--- config.mk ---
export PLATFORM = sky130hd
export DESIGN_NAME = ttt_move_ctrl
export DESIGN_NICKNAME = d
export VERILOG_FILES = /design/src/rtl/ttt_move_ctrl.sv
export SDC_FILE = /design/constraint.sdc
export NUM_CORES = 1
export LEC_CHECK = 0
export CORE_UTILIZATION = 58
export DETAILED_ROUTE_END_ITERATION = 6
export PLACE_DENSITY = 0.86
export SYNTH_ARGS = -nofsm -noshare
export SYNTH_HDL_FRONTEND = slang
export SYNTH_SLANG_ARGS = --single-unit
--- constraint.sdc ---
create_clock -name clk -period 3.5 [get_ports clk]
set_clock_uncertainty 0.05 [all_clocks]
set_input_delay 0.7 -clock clk [delete_from_list [all_inputs] [get_ports clk]]
set_output_delay 0.7 -clock clk [all_outputs]
set_load 0.01 [all_outputs]
--- src/rtl/ttt_move_ctrl.sv ---
// ---------------------------------------------------------------------------
// ttt_move_ctrl
//
// Move controller for the tic-tac-toe datapath. Sits upstream of the
// cell-enable decoder: turns debounced button levels into a cursor index,
// commits the current player's mark with a one-cycle write strobe, tracks
// board occupancy, alternates turns and detects a win or a draw.
//
// Parameters
//   CURSOR_INIT  cursor index loaded on reset and on a new game (0..8)
//
// Ports
//   clk        in   system clock, rising-edge active
//   rst        in   asynchronous, active-high reset
//   btn_left   in   debounced level, move cursor one column left (wraps)
//   btn_right  in   debounced level, move cursor one column right (wraps)
//   btn_up     in   debounced level, move cursor one row up (wraps)
//   btn_down   in   debounced level, move cursor one row down (wraps)
//   btn_place  in   debounced level, place a mark / start a new game in DONE
//   sel        out  cursor cell index row*3+col, always 0..8
//   wr_en      out  one-cycle strobe: mark committed at cell sel
//   wr_player  out  owner of the committed mark (0 = X, 1 = O)
//   turn       out  player to move (0 = X, 1 = O)
//   board_x    out  bit i set = cell i holds X
//   board_o    out  bit i set = cell i holds O
//   illegal    out  one-cycle pulse after a place on an occupied cell
//   game_over  out  high while the game is finished
//   winner     out  00 none, 01 X, 10 O, 11 draw
// ---------------------------------------------------------------------------
module ttt_move_ctrl #(
  parameter int unsigned CURSOR_INIT = 0
) (
  input  logic       clk,
  input  logic       rst,
  input  logic       btn_left,
  input  logic       btn_right,
  input  logic       btn_up,
  input  logic       btn_down,
  input  logic       btn_place,
  output logic [3:0] sel,
  output logic       wr_en,
  output logic       wr_player,
  output logic       turn,
  output logic [8:0] board_x,
  output logic [8:0] board_o,
  output logic       illegal,
  output logic       game_over,
  output logic [1:0] winner
);

  localparam logic [3:0] SEL_INIT = 4'(CURSOR_INIT);

  typedef enum logic [1:0] {
    PLAY   = 2'd0,
    COMMIT = 2'd1,
    CHECK  = 2'd2,
    DONE   = 2'd3
  } state_t;

  // One action per cycle, chosen by fixed priority among the edge events.
  typedef enum logic [2:0] {
    ACT_NONE  = 3'd0,
    ACT_PLACE = 3'd1,
    ACT_LEFT  = 3'd2,
    ACT_RIGHT = 3'd3,
    ACT_UP    = 3'd4,
    ACT_DOWN  = 3'd5
  } act_t;

  state_t     state;
  state_t     state_nxt;
  act_t       act;

  // Button vectors are ordered {place, left, right, up, down}.
  logic [4:0] btn_now;
  logic [4:0] btn_hist;
  logic [4:0] btn_ev;

  logic [8:0] occupied;
  logic [8:0] sel_mask;
  logic       cell_free;
  logic       board_full;
  logic       mover_wins;

  // -------------------------------------------------------------------------
  // Helpers
  // -------------------------------------------------------------------------

  // True when any of the 8 lines is fully owned in the given board.
  function automatic logic has_line(input logic [8:0] b);
    logic rows, cols, diags;
    rows  = (b[0] & b[1] & b[2]) | (b[3] & b[4] & b[5]) | (b[6] & b[7] & b[8]);
    cols  = (b[0] & b[3] & b[6]) | (b[1] & b[4] & b[7]) | (b[2] & b[5] & b[8]);
    diags = (b[0] & b[4] & b[8]) | (b[2] & b[4] & b[6]);
    return rows | cols | diags;
  endfunction

  // Cursor movement with wrap inside the current row (left/right) or
  // column (up/down). Tables keep the index arithmetic out of the datapath.
  function automatic logic [3:0] cursor_step(input logic [3:0] s, input act_t a);
    logic [3:0] n;
    n = s;
    unique case (a)
      ACT_LEFT: begin
        case (s)
          4'd0: n = 4'd2;  4'd1: n = 4'd0;  4'd2: n = 4'd1;
          4'd3: n = 4'd5;  4'd4: n = 4'd3;  4'd5: n = 4'd4;
          4'd6: n = 4'd8;  4'd7: n = 4'd6;  4'd8: n = 4'd7;
          default: n = SEL_INIT;
        endcase
      end
      ACT_RIGHT: begin
        case (s)
          4'd0: n = 4'd1;  4'd1: n = 4'd2;  4'd2: n = 4'd0;
          4'd3: n = 4'd4;  4'd4: n = 4'd5;  4'd5: n = 4'd3;
          4'd6: n = 4'd7;  4'd7: n = 4'd8;  4'd8: n = 4'd6;
          default: n = SEL_INIT;
        endcase
      end
      ACT_UP: begin
        case (s)
          4'd0: n = 4'd6;  4'd1: n = 4'd7;  4'd2: n = 4'd8;
          4'd3: n = 4'd0;  4'd4: n = 4'd1;  4'd5: n = 4'd2;
          4'd6: n = 4'd3;  4'd7: n = 4'd4;  4'd8: n = 4'd5;
          default: n = SEL_INIT;
        endcase
      end
      ACT_DOWN: begin
        case (s)
          4'd0: n = 4'd3;  4'd1: n = 4'd4;  4'd2: n = 4'd5;
          4'd3: n = 4'd6;  4'd4: n = 4'd7;  4'd5: n = 4'd8;
          4'd6: n = 4'd0;  4'd7: n = 4'd1;  4'd8: n = 4'd2;
          default: n = SEL_INIT;
        endcase
      end
      default: n = s;
    endcase
    return n;
  endfunction

  // -------------------------------------------------------------------------
  // Edge detection and action priority
  // -------------------------------------------------------------------------
  assign btn_now = {btn_place, btn_left, btn_right, btn_up, btn_down};
  assign btn_ev  = btn_now & ~btn_hist;

  // NOTE: every variable written in an always_comb gets a default at the
  // top of the block; without it a missed branch would infer a latch.
  always_comb begin
    act = ACT_NONE;
    if      (btn_ev[4]) act = ACT_PLACE;
    else if (btn_ev[3]) act = ACT_LEFT;
    else if (btn_ev[2]) act = ACT_RIGHT;
    else if (btn_ev[1]) act = ACT_UP;
    else if (btn_ev[0]) act = ACT_DOWN;
  end

  // -------------------------------------------------------------------------
  // Board status
  // -------------------------------------------------------------------------
  assign occupied   = board_x | board_o;
  assign sel_mask   = 9'd1 << sel;
  assign cell_free  = ~occupied[sel];
  assign board_full = &occupied;
  // In CHECK, turn still names the player who just moved.
  assign mover_wins = has_line(turn ? board_o : board_x);

  // -------------------------------------------------------------------------
  // FSM: state register
  // -------------------------------------------------------------------------
  // NOTE: sequential state uses non-blocking assignments only, so every
  // flop samples the pre-edge values regardless of statement order.
  always_ff @(posedge clk or posedge rst) begin
    if (rst) state <= PLAY;
    else     state <= state_nxt;
  end

  // -------------------------------------------------------------------------
  // FSM: next-state logic
  // -------------------------------------------------------------------------
  always_comb begin
    state_nxt = state;
    unique case (state)
      PLAY:   if (act == ACT_PLACE && cell_free) state_nxt = COMMIT;
      COMMIT: state_nxt = CHECK;
      CHECK:  state_nxt = (mover_wins || board_full) ? DONE : PLAY;
      DONE:   if (act == ACT_PLACE) state_nxt = PLAY;
      default: state_nxt = PLAY;
    endcase
  end

  // -------------------------------------------------------------------------
  // FSM: outputs decoded from state
  // -------------------------------------------------------------------------
  always_comb begin
    wr_en     = 1'b0;
    game_over = 1'b0;
    wr_player = turn;
    unique case (state)
      COMMIT:  wr_en     = 1'b1;
      DONE:    game_over = 1'b1;
      default: ;
    endcase
  end

  // -------------------------------------------------------------------------
  // Datapath: history, cursor, board, turn, result, illegal pulse
  // -------------------------------------------------------------------------
  always_ff @(posedge clk or posedge rst) begin
    if (rst) begin
      btn_hist <= '0;
      sel      <= SEL_INIT;
      board_x  <= '0;
      board_o  <= '0;
      turn     <= 1'b0;
      illegal  <= 1'b0;
      winner   <= 2'b00;
    end else begin
      // History follows the buttons in every state, so events seen during
      // COMMIT/CHECK are consumed and dropped rather than queued.
      btn_hist <= btn_now;
      illegal  <= 1'b0;

      unique case (state)
        PLAY: begin
          if (act == ACT_PLACE) begin
            if (!cell_free) illegal <= 1'b1;
          end else begin
            sel <= cursor_step(sel, act);
          end
        end

        COMMIT: begin
          if (turn) board_o <= board_o | sel_mask;
          else      board_x <= board_x | sel_mask;
        end

        CHECK: begin
          if (mover_wins)      winner <= turn ? 2'b10 : 2'b01;
          else if (board_full) winner <= 2'b11;
          else                 turn   <= ~turn;
        end

        DONE: begin
          if (act == ACT_PLACE) begin
            board_x <= '0;
            board_o <= '0;
            sel     <= SEL_INIT;
            turn    <= 1'b0;
            winner  <= 2'b00;
          end
        end

        default: ;
      endcase
    end
  end

endmodule
==> impl_metrics.sql, run 1 <==
INSERT INTO impl_metrics (metric_group, metric, value, unit) VALUES
('synthesis', 'post_synthesis_cell_type_count', '57', ''),
('synthesis', 'synth_top_cell_area_share', '37.61', '%'),
('final_layout', 'diodes', '0', ''),
('synthesis', 'async_flop_share', '100.0', '%'),
('sta', 'finalWorstSetupSlack', '0.8601', 'ns'),
('setup_path', 'critPathLaunchType', 'flop', ''),
('synthesis', 'yosys-top-cells-count', 'nor2_1, dfrtp_1, a21oi_1', ''),
('sta', 'finalHoldViolCount', '0', ''),
('die', 'core_area', '0.003468', 'mm²'),
('synthesis', 'synthesis.area_per_instance', '8.890', 'µm²'),
('final_layout', 'layout.nets', '290', ''),
('synthesis', 'synth_enable_flop_cells', '0', ''),
('synthesis', 'ys_top_cells_by_area', 'dfrtp_1, nor2_1, a21oi_1, a22o_1, ha_1', ''),
('setup_path', 'timing.rr.end', 'sel[1]', ''),
('synthesis', 'synth_nets', '260', ''),
('grt', 'globalRouteTotalUtil', '33.09', '%'),
('setup_path', 'critical_path_arrival', '1.89', 'ns'),
('synthesis', 'yosysWarningCount', '0', ''),
('grt', 'grt_max_degree', '34', ''),
('sta', 'maxClockFrequency', '378.8', 'MHz'),
('drt', 'drt.antenna.violating_nets', '0', ''),
('final_layout', 'drive_above_1_share', '7.194', '%'),
('setup_path', 'worst_setup_path_end_kind', 'output pin', ''),
('clock_tree', 'post_cts.resized_instances', '0', ''),
('die', 'die-area', '0.004036', 'mm²'),
('die', 'io-pin-count', '36', ''),
('placement', 'io_buffers', '35', ''),
('grt', 'global_route_wire_length_before_repair', '10140', 'µm'),
('die', 'floorplan.rows', '21', ''),
('worst_hold_path', 'hold-path-cell-count', '2', ''),
('sta', 'final.min_clock_period', '2.640', 'ns'),
('run_status', 'outcome', 'complete, no violations', ''),
('placement', 'place_ws', '0.7992', 'ns'),
('final_layout', 'postLayoutCellArea', '0.002659', 'mm²'),
('setup_path', 'crit_fanout', '12', ''),
('drt', 'routed_wire_length_per_instance', '18.89', 'µm'),
('clock_tree', 'tritoncts_clock_tree', 'yes', ''),
('worst_hold_path', 'worstHoldPathType', 'reg -> reg', ''),
('synthesis', 'synthesis.area', '0.002196', 'mm²'),
('clock_tree', 'tritoncts.num_buffers', '5', ''),
('synthesis', 'synth-seq-area-share', '37.61', '%'),
('setup_path', 'critical_path.reg2reg.startpoint', 'sel[0]', ''),
('job', 'max_cap_viol_count', '0', ''),
('synthesis', 'synthFlopType', 'dfrtp_1', ''),
('final_layout', 'synthesis_to_layout_area_growth', '21.08', '%'),
('clock_tree', 'postCtsSetupBuffers', '0', ''),
('drt', 'iteration_0_drc_count_of_the_detailed_router', '280', ''),
('sta', 'layout_worst_path_cycle_share', '75.43', '%'),
('grt', 'grt_overflow', '0', ''),
('die', 'initial_utilization', '63.31', '%'),
('pwr', 'p_per_area', '961.3', 'mW/mm²'),
('die', 'chipHeight', '63.53', 'µm'),
('clock_tree', 'clock_pin_slew_reported_for_the_worst_setup_and_hold_paths_after_clock_tree_synthesis', '0.07', 'ns'),
('placement', 'placed_cell_area', '0.002542', 'mm²'),
('setup_path', 'r2r_setup_slack', '1.16', 'ns'),
('placement', 'place.detailed.hpwl', '4281', 'µm'),
('pwr', 'vdd_ir_drop_max', '510.8', 'µV'),
('setup_path', 'cp.required', '2.75', 'ns'),
('sta', 'tightest_pin_transition', '0.7506', 'ns'),
('sta', 'fin_setup_tns', '0', 'ns'),
('sta', 'finalSetupViolCount', '0', ''),
('placement', 'place_congestion', '0.9734', ''),
('clock_tree', 'clock_insertion_delay_worst_skew', '0.29', 'ns'),
('synthesis', 'netlist.top_cell.by_area', 'dfrtp_1', ''),
('drt', 'first_pass_iters', '5', ''),
('sta', 'drv_slew', '0', ''),
('grt', 'grt_antenna_before_repair', '0', ''),
('clock_tree', 'clock_tree.htree_level_count', '2', ''),
('synthesis', 'yosys.cell_count.top_type', 'nor2_1', ''),
('drt', 'routed_via_density', '6.673', ''),
('synthesis', 'post_synth_inst_count', '247', '');
per-stage QoR:
step / util (%) / std cells / hold slack, ns / total power, mW
floorplan: - / 247 / 0.5276 / 1.626
global placement: 73.30 / 316 / 0.5172 / 2.133
detailed placement: 73.30 / 316 / 0.5243 / 2.149
CTS: 76.66 / 324 / 0.5336 / 2.536
global route: 76.66 / 324 / 0.5731 / 2.711
finish: 76.66 / 324 / 0.5327 / 2.556
flip-flops by register name, indices dropped and copies added, names as in the netlist:
| register | count |
|---|---|
| board_o | 9 |
| board_x | 9 |
| btn_hist | 5 |
| sel | 4 |
| state | 2 |
| winner | 2 |
| illegal | 1 |
| turn | 1 |
logic make-up after synthesis:
| group | Yosys count | share of synthesized area, % |
|---|---|---|
| compound gates | 82 | 28.04 |
| mux | 4 | 2.735 |
| buf+inv | 20 | 4.501 |
| simple gates | 102 | 23.70 |
| flops | 33 | 37.61 |
| fa+ha+maj | 6 | 3.419 |
power breakdown:
group	leakage, nW	internal [mW]	switching (mW)
Clock	0.0585	0.232	0.139
Sequential	0.411	0.531	0.342
Combinational	0.633	0.664	0.648
worst max path at each step:
stage                     startpoint      to  slack, ns  cells past startpoint
final                       state[0]   wr_en       0.86                      2
after global routing        state[0]   wr_en       0.80                      2
after CTS                   state[0]   wr_en       0.89                      2
after floorplan               sel[0]  sel[1]       1.40                      7
after detailed placement   btn_right  sel[0]       0.80                      5
after global placement     btn_right  sel[0]       0.82                      5
layout make-up:
class,count,area [µm²],share of cell area (%)
clock buffer,7,86.33,3.247
clock inverter,1,30.03,1.129
inverter,6,22.52,0.8471
multi-input combinational,194,1271,47.81
sequential,33,825.8,31.06
tap,46,57.56,2.165
timing repair buffer,37,365.4,13.74
worst max-delay path: stages, from the launching register on:
cell and delay (ns):
dfrtp_1 0.56, nor2b_1 0.41, clkdlybuf4s50_1 0.62
routing by layer:
layer | part of all wire, % | track usage (%) | routed length [µm] | up-vias
met3 | 9.6 | 9.239 | 587 | 16
li1 | - | - | - | 982
met5 | 0 | 0 | 0 | -
met2 | 47 | 50.13 | 2854 | 140
met4 | 2.2 | 14.77 | 133 | 0
met1 | 42 | 43.70 | 2543 | 1024
cell usage in the layout, fill, tap and decap left out, types with 8 or more instances in the layout:
cell,instances
nor2_1,36
clkdlybuf4s50_1,35
dfrtp_1,33
a21oi_1,23
nand2_1,17
nand2b_1,9
a22o_1,9
nand3_1,8
No activity file was read; power rests on OpenSTA's default activity.
==> inputs of run 2 (changes only) <==
Settings changed: CORE_UTILIZATION 58 to 48, PLACE_DENSITY 0.86 to 0.76.
Clock period 3.5 ns to 2.36 ns, I/O delays scaled along.
==> impl_metrics.sql, run 2 (same netlist as run 1, synthesis figures left out) <==
INSERT INTO impl_metrics (metric_group, metric, value, unit) VALUES
('final_layout', 'layout.nets', '310', ''),
('die', 'core_area', '0.004384', 'mm²'),
('drt', 'routed_via_density', '6.329', ''),
('drt', 'drt.antenna.violating_nets', '0', ''),
('final_layout', 'drive_above_1_share', '13.76', '%'),
('drt', 'routed_wire_length_per_instance', '18.43', 'µm'),
('clock_tree', 'clock_insertion_delay_worst_skew', '0.28', 'ns'),
('grt', 'grt_overflow', '0', ''),
('clock_tree', 'clock_tree.htree_level_count', '2', ''),
('final_layout', 'most-common-layout-cells', 'nor2_1, clkdlybuf4s50_1, dfrtp_1, a21oi_1, buf_4', ''),
('final_layout', 'final-instance-count-excl-fill', '350', ''),
('sta', 'drv_slew', '0', ''),
('final_layout', 'layout.filler_cells', '393', ''),
('grt', 'global_route_wire_length_before_repair', '10850', 'µm'),
('sta', 'tightest_pin_transition', '0.5135', 'ns'),
('die', 'io-pin-count', '36', ''),
('clock_tree', 'tritoncts_clock_tree', 'yes', ''),
('die', 'die-area', '0.004849', 'mm²'),
('setup_path', 'critPathLaunchType', 'flop', ''),
('setup_path', 'cpPeakStageDelay', '0.60', 'ns'),
('clock_tree', 'number_of_hold_repair_buffers_added_at_the_cts_stage', '0', ''),
('sta', 'finalSetupViolCount', '0', ''),
('setup_path', 'cp_cell_sequence', 'nor2b_1 -> clkdlybuf4s50_1', ''),
('pwr', 'total_power_of_the_final_layout', '3.840', 'mW'),
('setup_path', 'critPathSlowestCell', 'clkdlybuf4s50_1', ''),
('clock_tree', 'clkSinkCount', '33', ''),
('pwr', 'share_clk_of_total_power', '11.1', '%'),
('drt', 'first_pass_iters', '5', ''),
('drt', 'drc', '0', ''),
('pwr', 'combPwrFrac', '58.2', '%'),
('grt', 'grt_max_degree', '34', ''),
('setup_path', 'crit_fanout', '5', ''),
('setup_path', 'cpLargestDelayFamily', 'buffers and inverters', ''),
('clock_tree', 'cts-root-to-sink-buffers', '2', ''),
('final_layout', 'diodes', '0', ''),
('clock_tree', 'postCtsSetupBuffers', '0', ''),
('sta', 'grt_setup_unrepaired', 'no', ''),
('clock_tree', 'tritoncts.num_buffers', '5', ''),
('setup_path', 'worstSetupPathType', 'reg -> out', ''),
('placement', 'placed_cells_incl_taps', '342', ''),
('die', 'initial_utilization', '50.09', '%'),
('final_layout', 'top_regs', 'board_o (9), board_x (9), btn_hist (5)', ''),
('die', 'chipHeight', '69.64', 'µm'),
('die', 'floorplan.rows', '24', ''),
('worst_hold_path', 'worstHoldPathType', 'in -> async', ''),
('setup_path', 'worst_setup_path_end_kind', 'output pin', ''),
('sta', 'finalHoldViolCount', '0', ''),
('final_layout', 'layout.cells.most_common', 'nor2_1', ''),
('pwr', 'power_leakage', '1.186', 'nW'),
('sta', 'maxClockFrequency', '472.4', 'MHz'),
('clock_tree', 'clk_root_buffer_cell', 'clkbuf_8', ''),
('drt', 'iteration_0_drc_count_of_the_detailed_router', '162', ''),
('setup_path', 'critical_path_arrival', '1.59', 'ns'),
('clock_tree', 'clock_pin_slew_reported_for_the_worst_setup_and_hold_paths_after_clock_tree_synthesis', '0.08', 'ns'),
('drt', 'route.vias.total', '2215', ''),
('final_layout', 'synthesis_to_layout_area_growth', '26.89', '%'),
('placement', 'place_congestion', '0.9229', ''),
('grt', 'vias_in_the_first_global_route', '2118', ''),
('sta', 'worst_slew_slack_as_a_fraction_of_its_limit', '65.50', '%'),
('grt', 'grt_antenna_before_repair', '0', ''),
('setup_path', 'path_buf_inv', '1', ''),
('pwr', 'power.switching_fraction', '45.29', '%'),
('grt', 'globalRouteTotalUtil', '28.28', '%'),
('pwr', 'power.net_switching', '1.739', 'mW'),
('run_status', 'outcome', 'complete, no violations', ''),
('pwr', 'p_per_area', '1378', 'mW/mm²'),
('sta', 'layout_worst_path_cycle_share', '89.70', '%'),
('pwr', 'cellInternalPower', '2.101', 'mW'),
('sta', 'final.min_clock_period', '2.117', 'ns'),
('clock_tree', 'post_cts.resized_instances', '0', ''),
('drt', 'wirelength', '6451', 'µm'),
('sta', 'fin_setup_tns', '0', 'ns'),
('placement', 'io_buffers', '35', ''),
('job', 'max_cap_viol_count', '0', ''),
('pwr', 'vdd_ir_drop_max', '752.0', 'µV'),
('setup_path', 'cp.required', '1.84', 'ns'),
('pwr', 'seqPwrFrac', '30.7', '%'),
('die', 'die_x', '69.64', 'µm'),
('placement', 'place.detailed.hpwl', '4614', 'µm');
-- run 2: cell count changes in the layout (fill, tap and decap cells not counted) --
cell,before,now
clkbuf_1,1,0
buf_4,2,22
bufinv_16,1,0
clkinv_2,0,2
clkbuf_8,6,5
clkinvlp_4,0,1
-- run 2: layer usage --
layer  GRT usage, %  up-vias  wire length (µm)
li1               -     1017                 -
met5              0        -                 0
met3          6.541       12               556
met1          41.29     1072              2899
met4          8.000        0               121
met2          41.96      114              2873
-- run 2: path summary, 6_finish.rpt --
kind | depth (start not counted) | end | start | slack (ns)
worst min-delay path | 3 | btn_hist[2] | rst | 0.53
worst max-delay path | 2 | wr_en | state[1] | 0.24
min in group clk | 2 | winner[0] | winner[0] | 0.53
max in group asynchronous | 3 | board_o[2] | rst | 1.41
worst min register to register | 2 | winner[0] | winner[0] | 0.53
worst max register to register | 7 | sel[0] | sel[1] | 0.29
-- run 2: worst min-delay path, delay by kind of cell --
| family | cells | cell delay, ns |
|---|---|---|
| buf+inv | 3 | 0.82 |
-- run 2: final cells by class --
cell class	instances	area, µm²	area share (%)
Tap cell	52	65.06	2.335
Clock inverter	3	17.52	0.6286
Multi-Input combinational cell	194	1271	45.62
Timing Repair Buffer	57	515.5	18.50
Clock buffer	5	68.82	2.470
Inverter	6	22.52	0.8083
Sequential cell	33	825.8	29.64
-- run 2: power by group through the flow --
stage / combinational (mW) / sequential, mW / clock (mW)
finish: 2.23 / 1.18 / 0.427
global route: 2.42 / 1.21 / 0.458
CTS: 2.21 / 1.16 / 0.432
detailed placement: 2.20 / 1.17 / 0
global placement: 2.19 / 1.17 / 0
floorplan: 1.26 / 1.15 / 0
-- run 2: metrics by stage --
step	hold slack (ns)	setup WS (ns)	utilization, %	instance area [µm²]
global route	0.5745	0.1823	63.56	2786
CTS	0.5389	0.2454	63.56	2786
finish	0.5294	0.2430	63.56	2786
floorplan	0.4534	0.2629	-	2196
detailed placement	0.5288	0.07982	61.59	2700
global placement	0.5204	0.07515	61.59	2700
